File: src/rtl/frankie_io_pkg.sv
// -----------------------------------------------------------------------------
// frankie_io_pkg
// Shared constants and types for the Frankie I/O bridge.
//   WORD_W     : Frankie word size (fixed at 16 bits)
//   HOLD_CNT_W : width of the input-path hold counter
//   io_state_e : input-path state (idle / holding a word on core_io_in)
// -----------------------------------------------------------------------------
package frankie_io_pkg;

    localparam int WORD_W     = 16;
    localparam int HOLD_CNT_W = 16;

    typedef enum logic {
        IO_IDLE = 1'b0,
        IO_HOLD = 1'b1
    } io_state_e;

endpackage : frankie_io_pkg

File: src/rtl/frankie_io_fifo.sv
// -----------------------------------------------------------------------------
// frankie_io_fifo
// Small synchronous FIFO with first-word-fall-through head output.
//   clock      : system clock, rising edge
//   reset      : asynchronous active-low reset (clears pointers, level, storage)
//   push       : write push_data at the tail (caller guarantees !full || pop)
//   push_data  : word to write
//   pop        : drop the head entry (caller guarantees !empty)
//   head_data  : current head entry, read combinationally from storage
//   full/empty : occupancy flags
//   level      : current occupancy, 0..DEPTH
// DEPTH must be a power of two (>= 2) so pointers wrap by natural overflow.
// -----------------------------------------------------------------------------
module frankie_io_fifo
    import frankie_io_pkg::*;
#(
    parameter int DEPTH = 4,
    parameter int WIDTH = WORD_W
) (
    input  logic                     clock,
    input  logic                     reset,
    input  logic                     push,
    input  logic [WIDTH-1:0]         push_data,
    input  logic                     pop,
    output logic [WIDTH-1:0]         head_data,
    output logic                     full,
    output logic                     empty,
    output logic [$clog2(DEPTH):0]   level
);

    localparam int AW = $clog2(DEPTH);

    logic [DEPTH-1:0][WIDTH-1:0] mem_q, mem_d;
    logic [AW-1:0]               wr_ptr_q, wr_ptr_d;
    logic [AW-1:0]               rd_ptr_q, rd_ptr_d;
    logic [AW:0]                 level_q, level_d;

    always_comb begin
        mem_d    = mem_q;
        wr_ptr_d = wr_ptr_q;
        rd_ptr_d = rd_ptr_q;
        level_d  = level_q;

        if (push) begin
            mem_d[wr_ptr_q] = push_data;
            wr_ptr_d        = wr_ptr_q + 1'b1;
        end
        if (pop) begin
            rd_ptr_d = rd_ptr_q + 1'b1;
        end

        // Simultaneous push and pop leaves the occupancy unchanged.
        unique case ({push, pop})
            2'b10:   level_d = level_q + 1'b1;
            2'b01:   level_d = level_q - 1'b1;
            default: level_d = level_q;
        endcase
    end

    always_ff @(posedge clock or negedge reset) begin
        if (!reset) begin
            mem_q    <= '0;
            wr_ptr_q <= '0;
            rd_ptr_q <= '0;
            level_q  <= '0;
        end else begin
            mem_q    <= mem_d;
            wr_ptr_q <= wr_ptr_d;
            rd_ptr_q <= rd_ptr_d;
            level_q  <= level_d;
        end
    end

    assign head_data = mem_q[rd_ptr_q];
    assign full      = (level_q == (AW+1)'(DEPTH));
    assign empty     = (level_q == '0);
    assign level     = level_q;

endmodule : frankie_io_fifo

File: src/rtl/frankie_io_bridge.sv
// -----------------------------------------------------------------------------
// frankie_io_bridge
// Bridges the Frankie core's io_in/io_out pins to a valid/ready bus.
//   Output path: every change of core_io_out is queued in a FIFO and offered
//                downstream on out_data/out_valid/out_ready.
//   Input path : an upstream word is driven onto core_io_in and held for
//                HOLD_CYCLES cycles (in_ready low) so the core can sample it.
// Ports:
//   clock, reset               : clock (rising edge), async active-low reset
//   core_io_out / core_io_in   : Frankie pins
//   in_data/in_valid/in_ready  : upstream input handshake
//   out_data/out_valid/out_ready : downstream output handshake
//   fifo_level                 : output FIFO occupancy
//   overflow / overflow_clr    : sticky dropped-event flag and its clear
//   drop_count                 : saturating 8-bit drop counter, present only
//                                when FRANKIE_IO_DROP_CNT_EN is defined
// -----------------------------------------------------------------------------
module frankie_io_bridge
    import frankie_io_pkg::*;
#(
    parameter int DEPTH       = 4,
    parameter int HOLD_CYCLES = 8
) (
    input  logic                     clock,
    input  logic                     reset,
    input  logic [WORD_W-1:0]        core_io_out,
    output logic [WORD_W-1:0]        core_io_in,
    input  logic [WORD_W-1:0]        in_data,
    input  logic                     in_valid,
    output logic                     in_ready,
    output logic [WORD_W-1:0]        out_data,
    output logic                     out_valid,
    input  logic                     out_ready,
    output logic [$clog2(DEPTH):0]   fifo_level,
    output logic                     overflow,
`ifdef FRANKIE_IO_DROP_CNT_EN
    output logic [7:0]               drop_count,
`endif
    input  logic                     overflow_clr
);

    // ------------------------------------------------------------------
    // Output path: change detect, FIFO, overflow
    // ------------------------------------------------------------------
    logic [WORD_W-1:0] prev_out_q, prev_out_d;
    logic              overflow_q, overflow_d;
    logic              change_evt;
    logic              fifo_push;
    logic              fifo_pop;
    logic              fifo_full;
    logic              fifo_empty;
    logic              drop_evt;

    // prev_out resets to 0, matching the core's own reset value, so the
    // core coming out of reset produces no spurious event.
    assign change_evt = (core_io_out != prev_out_q);
    assign fifo_pop   = out_valid && out_ready;
    // A full FIFO still accepts a push when the head leaves in the same cycle.
    assign fifo_push  = change_evt && (!fifo_full || fifo_pop);
    assign drop_evt   = change_evt && fifo_full && !fifo_pop;

    always_comb begin
        prev_out_d = core_io_out;
        overflow_d = overflow_q;
        // Setting has priority over clearing so a drop is never lost.
        if (drop_evt) begin
            overflow_d = 1'b1;
        end else if (overflow_clr) begin
            overflow_d = 1'b0;
        end
    end

    always_ff @(posedge clock or negedge reset) begin
        if (!reset) begin
            prev_out_q <= '0;
            overflow_q <= 1'b0;
        end else begin
            prev_out_q <= prev_out_d;
            overflow_q <= overflow_d;
        end
    end

    frankie_io_fifo #(
        .DEPTH (DEPTH),
        .WIDTH (WORD_W)
    ) u_fifo (
        .clock     (clock),
        .reset     (reset),
        .push      (fifo_push),
        .push_data (core_io_out),
        .pop       (fifo_pop),
        .head_data (out_data),
        .full      (fifo_full),
        .empty     (fifo_empty),
        .level     (fifo_level)
    );

    assign out_valid = !fifo_empty;
    assign overflow  = overflow_q;

`ifdef FRANKIE_IO_DROP_CNT_EN
    logic [7:0] drop_count_q, drop_count_d;

    always_comb begin
        drop_count_d = drop_count_q;
        if (drop_evt) begin
            // A clear coinciding with a drop restarts the count at that drop.
            if (overflow_clr) begin
                drop_count_d = 8'd1;
            end else if (drop_count_q != 8'hFF) begin
                drop_count_d = drop_count_q + 8'd1;
            end
        end else if (overflow_clr) begin
            drop_count_d = 8'd0;
        end
    end

    always_ff @(posedge clock or negedge reset) begin
        if (!reset) begin
            drop_count_q <= 8'd0;
        end else begin
            drop_count_q <= drop_count_d;
        end
    end

    assign drop_count = drop_count_q;
`endif

    // ------------------------------------------------------------------
    // Input path: accept a word, then throttle for HOLD_CYCLES cycles
    // ------------------------------------------------------------------
    io_state_e             state_q, state_d;
    logic [HOLD_CNT_W-1:0] hold_cnt_q, hold_cnt_d;
    logic [WORD_W-1:0]     core_io_in_q, core_io_in_d;

    always_comb begin
        state_d      = state_q;
        hold_cnt_d   = hold_cnt_q;
        core_io_in_d = core_io_in_q;
        in_ready     = 1'b0;

        unique case (state_q)
            IO_IDLE: begin
                in_ready = 1'b1;
                if (in_valid) begin
                    core_io_in_d = in_data;
                    if (HOLD_CYCLES != 0) begin
                        hold_cnt_d = HOLD_CNT_W'(HOLD_CYCLES);
                        state_d    = IO_HOLD;
                    end
                end
            end
            IO_HOLD: begin
                // Leaving on count 1 makes in_ready rise exactly HOLD_CYCLES
                // edges after the accepting edge.
                if (hold_cnt_q == HOLD_CNT_W'(1)) begin
                    hold_cnt_d = '0;
                    state_d    = IO_IDLE;
                end else begin
                    hold_cnt_d = hold_cnt_q - 1'b1;
                end
            end
            default: begin
                state_d    = IO_IDLE;
                hold_cnt_d = '0;
            end
        endcase
    end

    always_ff @(posedge clock or negedge reset) begin
        if (!reset) begin
            state_q      <= IO_IDLE;
            hold_cnt_q   <= '0;
            core_io_in_q <= '0;
        end else begin
            state_q      <= state_d;
            hold_cnt_q   <= hold_cnt_d;
            core_io_in_q <= core_io_in_d;
        end
    end

    assign core_io_in = core_io_in_q;

endmodule : frankie_io_bridge

File: config.mk
export PLATFORM = sky130hd
export DESIGN_NAME = frankie_io_bridge
export DESIGN_NICKNAME = d
export VERILOG_FILES = /design/src/rtl/frankie_io_pkg.sv /design/src/rtl/frankie_io_fifo.sv /design/src/rtl/frankie_io_bridge.sv
export SDC_FILE = /design/constraint.sdc
export NUM_CORES = 1
export LEC_CHECK = 0
export ABC_AREA = 1
export BUFFER_PORTS_ARGS = -buffer_cell sky130_fd_sc_hd__buf_2
export CAP_MARGIN = 20
export CORE_MARGIN = 2
export CORE_UTILIZATION = 30
export CTS_CLUSTER_DIAMETER = 120
export DETAILED_ROUTE_END_ITERATION = 16
export SLEW_MARGIN = 20
export SYNTH_ARGS = -nofsm -noshare
export SYNTH_HDL_FRONTEND = slang
export SYNTH_SLANG_ARGS = --single-unit
File: constraint.sdc
create_clock -name clock -period 2 [get_ports clock]
set_input_delay 0.4 -clock clock [delete_from_list [all_inputs] [get_ports clock]]
set_output_delay 0.4 -clock clock [all_outputs]
set_load 0.02 [all_outputs]
---- Word level (Yosys, flattened, before mapping) ----
Index checks and enable logic that the tools add are counted.
storage, ports and cells
  bits of input ports ..................... 37
  flip-flop bits (word level) ............. 121
cells by class
  magnitude comparators ................... 3
  add/sub/neg operators ................... 5
  eq/ne operators ......................... 6
  mux-type cells .......................... 15
  reductions and logical operators ........ 13
  bitwise logic cells ..................... 1
operators with widths
  cell                                                  number
  bitwise mux 64 bit                                    1
  2-to-1 mux 16 bit                                     4
  binary-select mux 16 bit (select 2 bit)               1
  demux 16 bit (select 2 bit)                           1
  case mux 16 bit (2 select lines)                      1
  equality test 16 x 1 -> 1 bit, second input constant  1
  inequality test 16 bit                                1
  subtractor 16 x 1 -> 16 bit, second input constant    1
  < comparator 2 x 3 -> 1 bit, second input constant    2
  case mux 3 bit (2 select lines)                       1
  logical AND 1 bit                                     5
  2-to-1 mux 1 bit                                      5
  adder 2 x 1 -> 2 bit, second input constant           2
  nonzero test 2 bit                                    2
  adder 3 x 1 -> 3 bit, second input constant           1
  equality test 3 bit, second input constant            1
  zero test 1 bit                                       3
  zero test 3 bit                                       1
  subtractor 3 x 1 -> 3 bit, second input constant      1
  equality test 2 x 1 -> 1 bit, second input constant   1
  equality test 2 bit, second input constant            1
  >= comparator 2 x 1 -> 1 bit, second input constant   1
  inequality test 2 bit, second input constant          1
  case mux 1 bit (2 select lines)                       1
  other kinds (3)                                       3

---- Longest topological paths before layout ----
  word-level depth ........................ 7
  depth in mapped cells ................... 14
  depth with buffers taken out ............ 14

---- Hierarchy ----
A second synthesis with hierarchy kept.
second synthesis, totals
  cell total of the unflattened synthesis .. 671
  area, all modules ....................... 6236.0 sq um
modules (own cells, without submodules)
  module             instances  sequential area each (sq um)  cells each  area each (sq um)
  frankie_io_fifo    1          1776.7                        387         3784.9
  frankie_io_bridge  1          1251.2                        284         2451.1

---- Worst setup path before layout ----
No wires, ideal clock.
  kind .................................... reg-to-reg
  start ................................... reg u_fifo.level_q[0], in the netlist u_fifo.level[0]
  end ..................................... reg u_fifo.level_q[2], in the netlist u_fifo.level[2]
  stages on the path, launching flop included .. 13
  arrival ................................. 2.072 ns
  period minus slack after synthesis ...... 2.135 ns
  setup slack ............................. -0.135 ns
  setup time .............................. 0.063 ns
  required time ........................... 1.937 ns
  buffers on the path ..................... 0
  cell sequence ........................... dfrtp_1 -> nor2_1 -> nand2_1 -> nand2_1 -> inv_1 -> nand3_1 -> inv_1 -> fa_1 -> inv_1 -> nand4_1 -> nand3_1 -> nand2_1 -> inv_1
on the way
  longest elaborated chain between the ends .. 7
RTL lines
  what                                                                   line                     text
  start: declaration                                                     frankie_io_fifo.sv:36    logic [AW:0] level_q, level_d;
  start signal: assignment                                               frankie_io_fifo.sv:70    level_q <= level_d;
  zero test 3 bit (*)                                                    frankie_io_fifo.sv:76    assign empty = (level_q == '0);
  zero test 1 bit (*)                                                    frankie_io_bridge.sv:98  assign out_valid = !fifo_empty;
  named net out_valid                                                    frankie_io_bridge.sv:32  output logic out_valid,
  logical AND 1 bit (*)                                                  frankie_io_bridge.sv:57  assign fifo_pop = out_valid && out_ready;
  logical OR 1 bit                                                       frankie_io_bridge.sv:59  assign fifo_push = change_evt && (!fifo_full || fifo_pop);
  logical AND 1 bit                                                      frankie_io_bridge.sv:59
  equality test 2 x 1 -> 1 bit or equality test 2 bit (tied branches)    frankie_io_fifo.sv:53    unique case ({push, pop})
  case mux 3 bit (2 select lines) or nonzero test 2 bit (tied branches)  --
The timed path passes the listed nets; every way through them passes the cells marked *.
A chain may end at the register's enable or synchronous reset.

---- Final worst setup path ----
  start ................................... reg u_fifo.rd_ptr_q[0]
  end ..................................... out out_data[6]
on the way
  longest elaborated chain between the ends .. 2
RTL lines
  what                                     line                     text
  start: declaration                       frankie_io_fifo.sv:35    logic [AW-1:0] rd_ptr_q, rd_ptr_d;
  start signal: assignment                 frankie_io_fifo.sv:69    rd_ptr_q <= rd_ptr_d;
  binary-select mux 16 bit (select 2 bit)  frankie_io_fifo.sv:74    assign head_data = mem_q[rd_ptr_q];
  2-to-1 mux 16 bit (implied by the code)  frankie_io_fifo.sv:74
  end: declaration                         frankie_io_bridge.sv:31  output logic [WORD_W-1:0] out_data,
No other way between the ends. The select of a mux whose other input is x is not followed.

==> results.json <==
{
  "drt_iter0_markers": 297,
  "met1_length_mm": 6.484,
  "synth_edf_count": 0,
  "setup_violations": 0,
  "place_worst_setup_slack_ps": -15.97,
  "vias": 4537,
  "clock_latency_ps": 420,
  "cp_cell_sequence": "inv_2, buf_12, nor2_1, o22ai_1, buf_4",
  "min_period_ps": 1970,
  "fin_util_pct": 39.37,
  "die_w_um": 140.7,
  "cts_root_buf": "clkbuf_16",
  "avgSynthCellArea_um2": 9.076,
  "worstSetupPathType": "reg2out",
  "async_flop_share_pct": 100.0,
  "synthCells": 618,
  "grt_pass1_wl_mm": 22.54,
  "initial_utilization_pct": 30.29,
  "first_pass_iters": 4,
  "place_area_um2": 6548,
  "synth.distinct_cells": 31,
  "final_hold_viol_count": 0,
  "wl_per_cell_um": 13.91,
  "ys_ff_latch": 121,
  "grt_setup_unrepaired": "true",
  "status": "complete, no violations",
  "fin_cells": 979,
  "fmax_mhz": 507.7,
  "vdd_drop_max_v": 0.0007316,
  "wl_met3_um": 426,
  "yosysSeqAreaShare_pct": 53.98,
  "cp_slowest_stage_delay_ps": 430,
  "io_pins": 75,
  "top_layer_used": "met4",
  "die_area_um2": 19810,
  "power_density_nw_per_um2": 1564,
  "grt_overflow": 0,
  "syn_area_um2": 5609,
  "coreArea_um2": 18520,
  "row_count": 50,
  "fp.dieH_um": 140.7,
  "viasPerCell": 4.634,
  "grt_pass1_vias": 4455,
  "finalMaxSlewViolations": 0,
  "dp_hpwl_mm": 9.316,
  "hold_ws_ps": 115.9,
  "finalCritPeriodShare_pct": 98.49,
  "cts_inserted_buffers": 17,
  "drive_gt1_share_pct": 24.83,
  "cp.arrival_ps": 1570,
  "slew_headroom_pct": 69.40,
  "crit_required_ps": 1600,
  "cts_max_level": 4,
  "nets": 776,
  "max-cap-violations": 0,
  "diodes": 0,
  "hp-class": "in2reg",
  "syn-num-nets": 662,
  "clkSinkCount": 121,
  "end_kind": "output pin",
  "dpl.cell_count": 945,
  "clockBufferDepth": 2,
  "worst_slew_pin_slew_ps": 459.0,
  "fin_ws_ps": 30.14,
  "synth_ff_type": "dfrtp_1",
  "cpMaxStageDelayCell": "dfrtp_2",
  "clock_skew_ps": 8.467,
  "cts_tree": "done",
  "yosys_warnings": 0,
  "syn2layout_area_growth_pct": 29.98,
  "drc": 0,
  "io_buffers": 74,
  "leakage_nw": 3.485,
  "dr_wl_met2_mm": 6.528,
  "startpoint_type": "register",
  "antenna_left": 0,
  "drt-total-wl_mm": 13.62,
  "path_max_fanout": 24,
  "fin_area_um2": 7291,
  "clk_pin_slew_ps": 50,
  "place.gp.congestion": 0.7670,
  "grt_max_degree": 44,
  "antenna_found_initial": 0,
  "track_usage_pct": 14.53
}
==> flip-flops by register name, indices dropped and copies added (netlist names) <==
| register | flops |
|---|---|
| overflow | 1 |
| u_fifo.wr_ptr_q | 2 |
| prev_out_q | 16 |
| state_q | 1 |
| hold_cnt_q | 16 |
| core_io_in | 16 |
| u_fifo.level | 3 |
| u_fifo.mem_q | 64 |
| u_fifo.rd_ptr_q | 2 |
==> timing repair <==
item	CTS	global route
hold buffers	1	0
buffers inserted	0	1
gates resized for setup	13	25
gates cloned	0	0
hold endpoints to repair	29	0
endpoints found under the setup margin	12	16
pin swaps	0	3
==> synthesized netlist by cell type, types with 2 or more instances <==
cell        n  area [um2]
inv_1      42       157.7
xnor2_1     2       17.52
nor2_4      4       45.04
buf_2       4       20.02
clkinv_1    6       22.52
o21ai_1     4       20.02
o21ai_0    66       330.3
nand4_1     5       31.28
buf_6       8       90.09
a21oi_1     2       10.01
nand2_1   154       578.1
o21a_1     36       270.3
nor2_2      2       12.51
dfrtp_1   121        3028
xor2_1     14       122.6
nor2_1     73       274.0
ha_1        6       75.07
inv_2       2       7.510
mux2_2     16       180.2
nand3_1    12       60.06
clkbuf_1    7       26.28
o22ai_1    23       143.9
==> final timing paths <==
path	startpoint	to	slack, ps	depth (start not counted)
min reg2reg	u_fifo.mem_q[24]	u_fifo.mem_q[24]	480	1
min in group asynchronous	reset	hold_cnt_q[1]	480	2
max reg2reg	u_fifo.level[0]	u_fifo.level[2]	200	12
max	u_fifo.rd_ptr_q[0]	out_data[6]	30	5
max in group asynchronous	reset	u_fifo.mem_q[41]	900	3
min	core_io_out[0]	prev_out_q[0]	120	1
==> metal layers <==
layer / up-vias / GRT usage, %
met5: - / 0
met3: 16 / 3.736
met1: 2199 / 19.63
met2: 70 / 23.21
met4: 0 / 4.105
li1: 2252 / -
==> cells by family after synthesis <==
group	synth area share, %
simple gates	18.60
compound gates	14.03
flops	53.98
buf+inv	5.978
xor+xnor	2.498
mux	3.212
fa+ha+maj	1.695
==> worst max-delay path, delay by kind of cell, from the launching register on <==
| kind | cells | cell delay [ps] |
|---|---|---|
| AOI/OAI and AO/OA | 1 | 210 |
| buffers and inverters | 3 | 460 |
| DFF | 1 | 430 |
| and+or+nand+nor | 1 | 50 |
==> metrics by stage <==
stage               setup TNS, ps  power [mW]
floorplan                       0       6.350
global placement                0       7.837
detailed placement         -15.97       7.931
CTS                             0       11.30
global route               -140.8       12.15
finish                          0       11.40
==> layout make-up <==
| cell class | instances | area (um2) |
|---|---|---|
| clock buffer | 26 | 509.2 |
| timing repair buffer | 116 | 864.6 |
| fill | 1833 | 11230 |
| inverter | 50 | 187.7 |
| tap | 234 | 292.8 |
| multi-input combinational | 426 | 2296 |
| sequential | 121 | 3030 |
| clock inverter | 6 | 110.1 |
==> power by group <==
part           internal [mW]  switching (mW)  total, mW
Sequential              3.21           0.434       3.64
Clock                   2.12            1.07       3.19
Combinational           1.94            2.63       4.57
Total                   7.28            4.13       11.4
==> cell usage in the layout, fill, tap and decap left out, types with 2 or more instances in the layout <==
cell type | netlist | layout
nor2_2 | 2 | 2
o21ai_1 | 4 | 11
o22ai_2 | 0 | 4
clkbuf_1 | 7 | 4
dfrtp_2 | 0 | 2
inv_2 | 2 | 3
clkinv_1 | 6 | 6
o21ai_0 | 66 | 59
dfrtp_1 | 121 | 119
clkbuf_16 | 0 | 17
bufinv_16 | 0 | 3
mux2_2 | 16 | 16
nand2_2 | 1 | 4
buf_2 | 4 | 63
nand3_1 | 12 | 12
o21a_1 | 36 | 36
a21oi_1 | 2 | 2
buf_6 | 8 | 3
buf_4 | 1 | 38
clkinvlp_4 | 0 | 2
nand4_1 | 5 | 5
o22ai_1 | 23 | 19
inv_1 | 42 | 41
ha_1 | 6 | 6
xnor2_1 | 2 | 2
buf_12 | 0 | 11
nor2_4 | 4 | 6
nand2_1 | 154 | 151
xor2_1 | 14 | 14
clkbuf_8 | 0 | 5
nor2_1 | 73 | 71
Note: power is estimated with default switching activity, not from simulation.
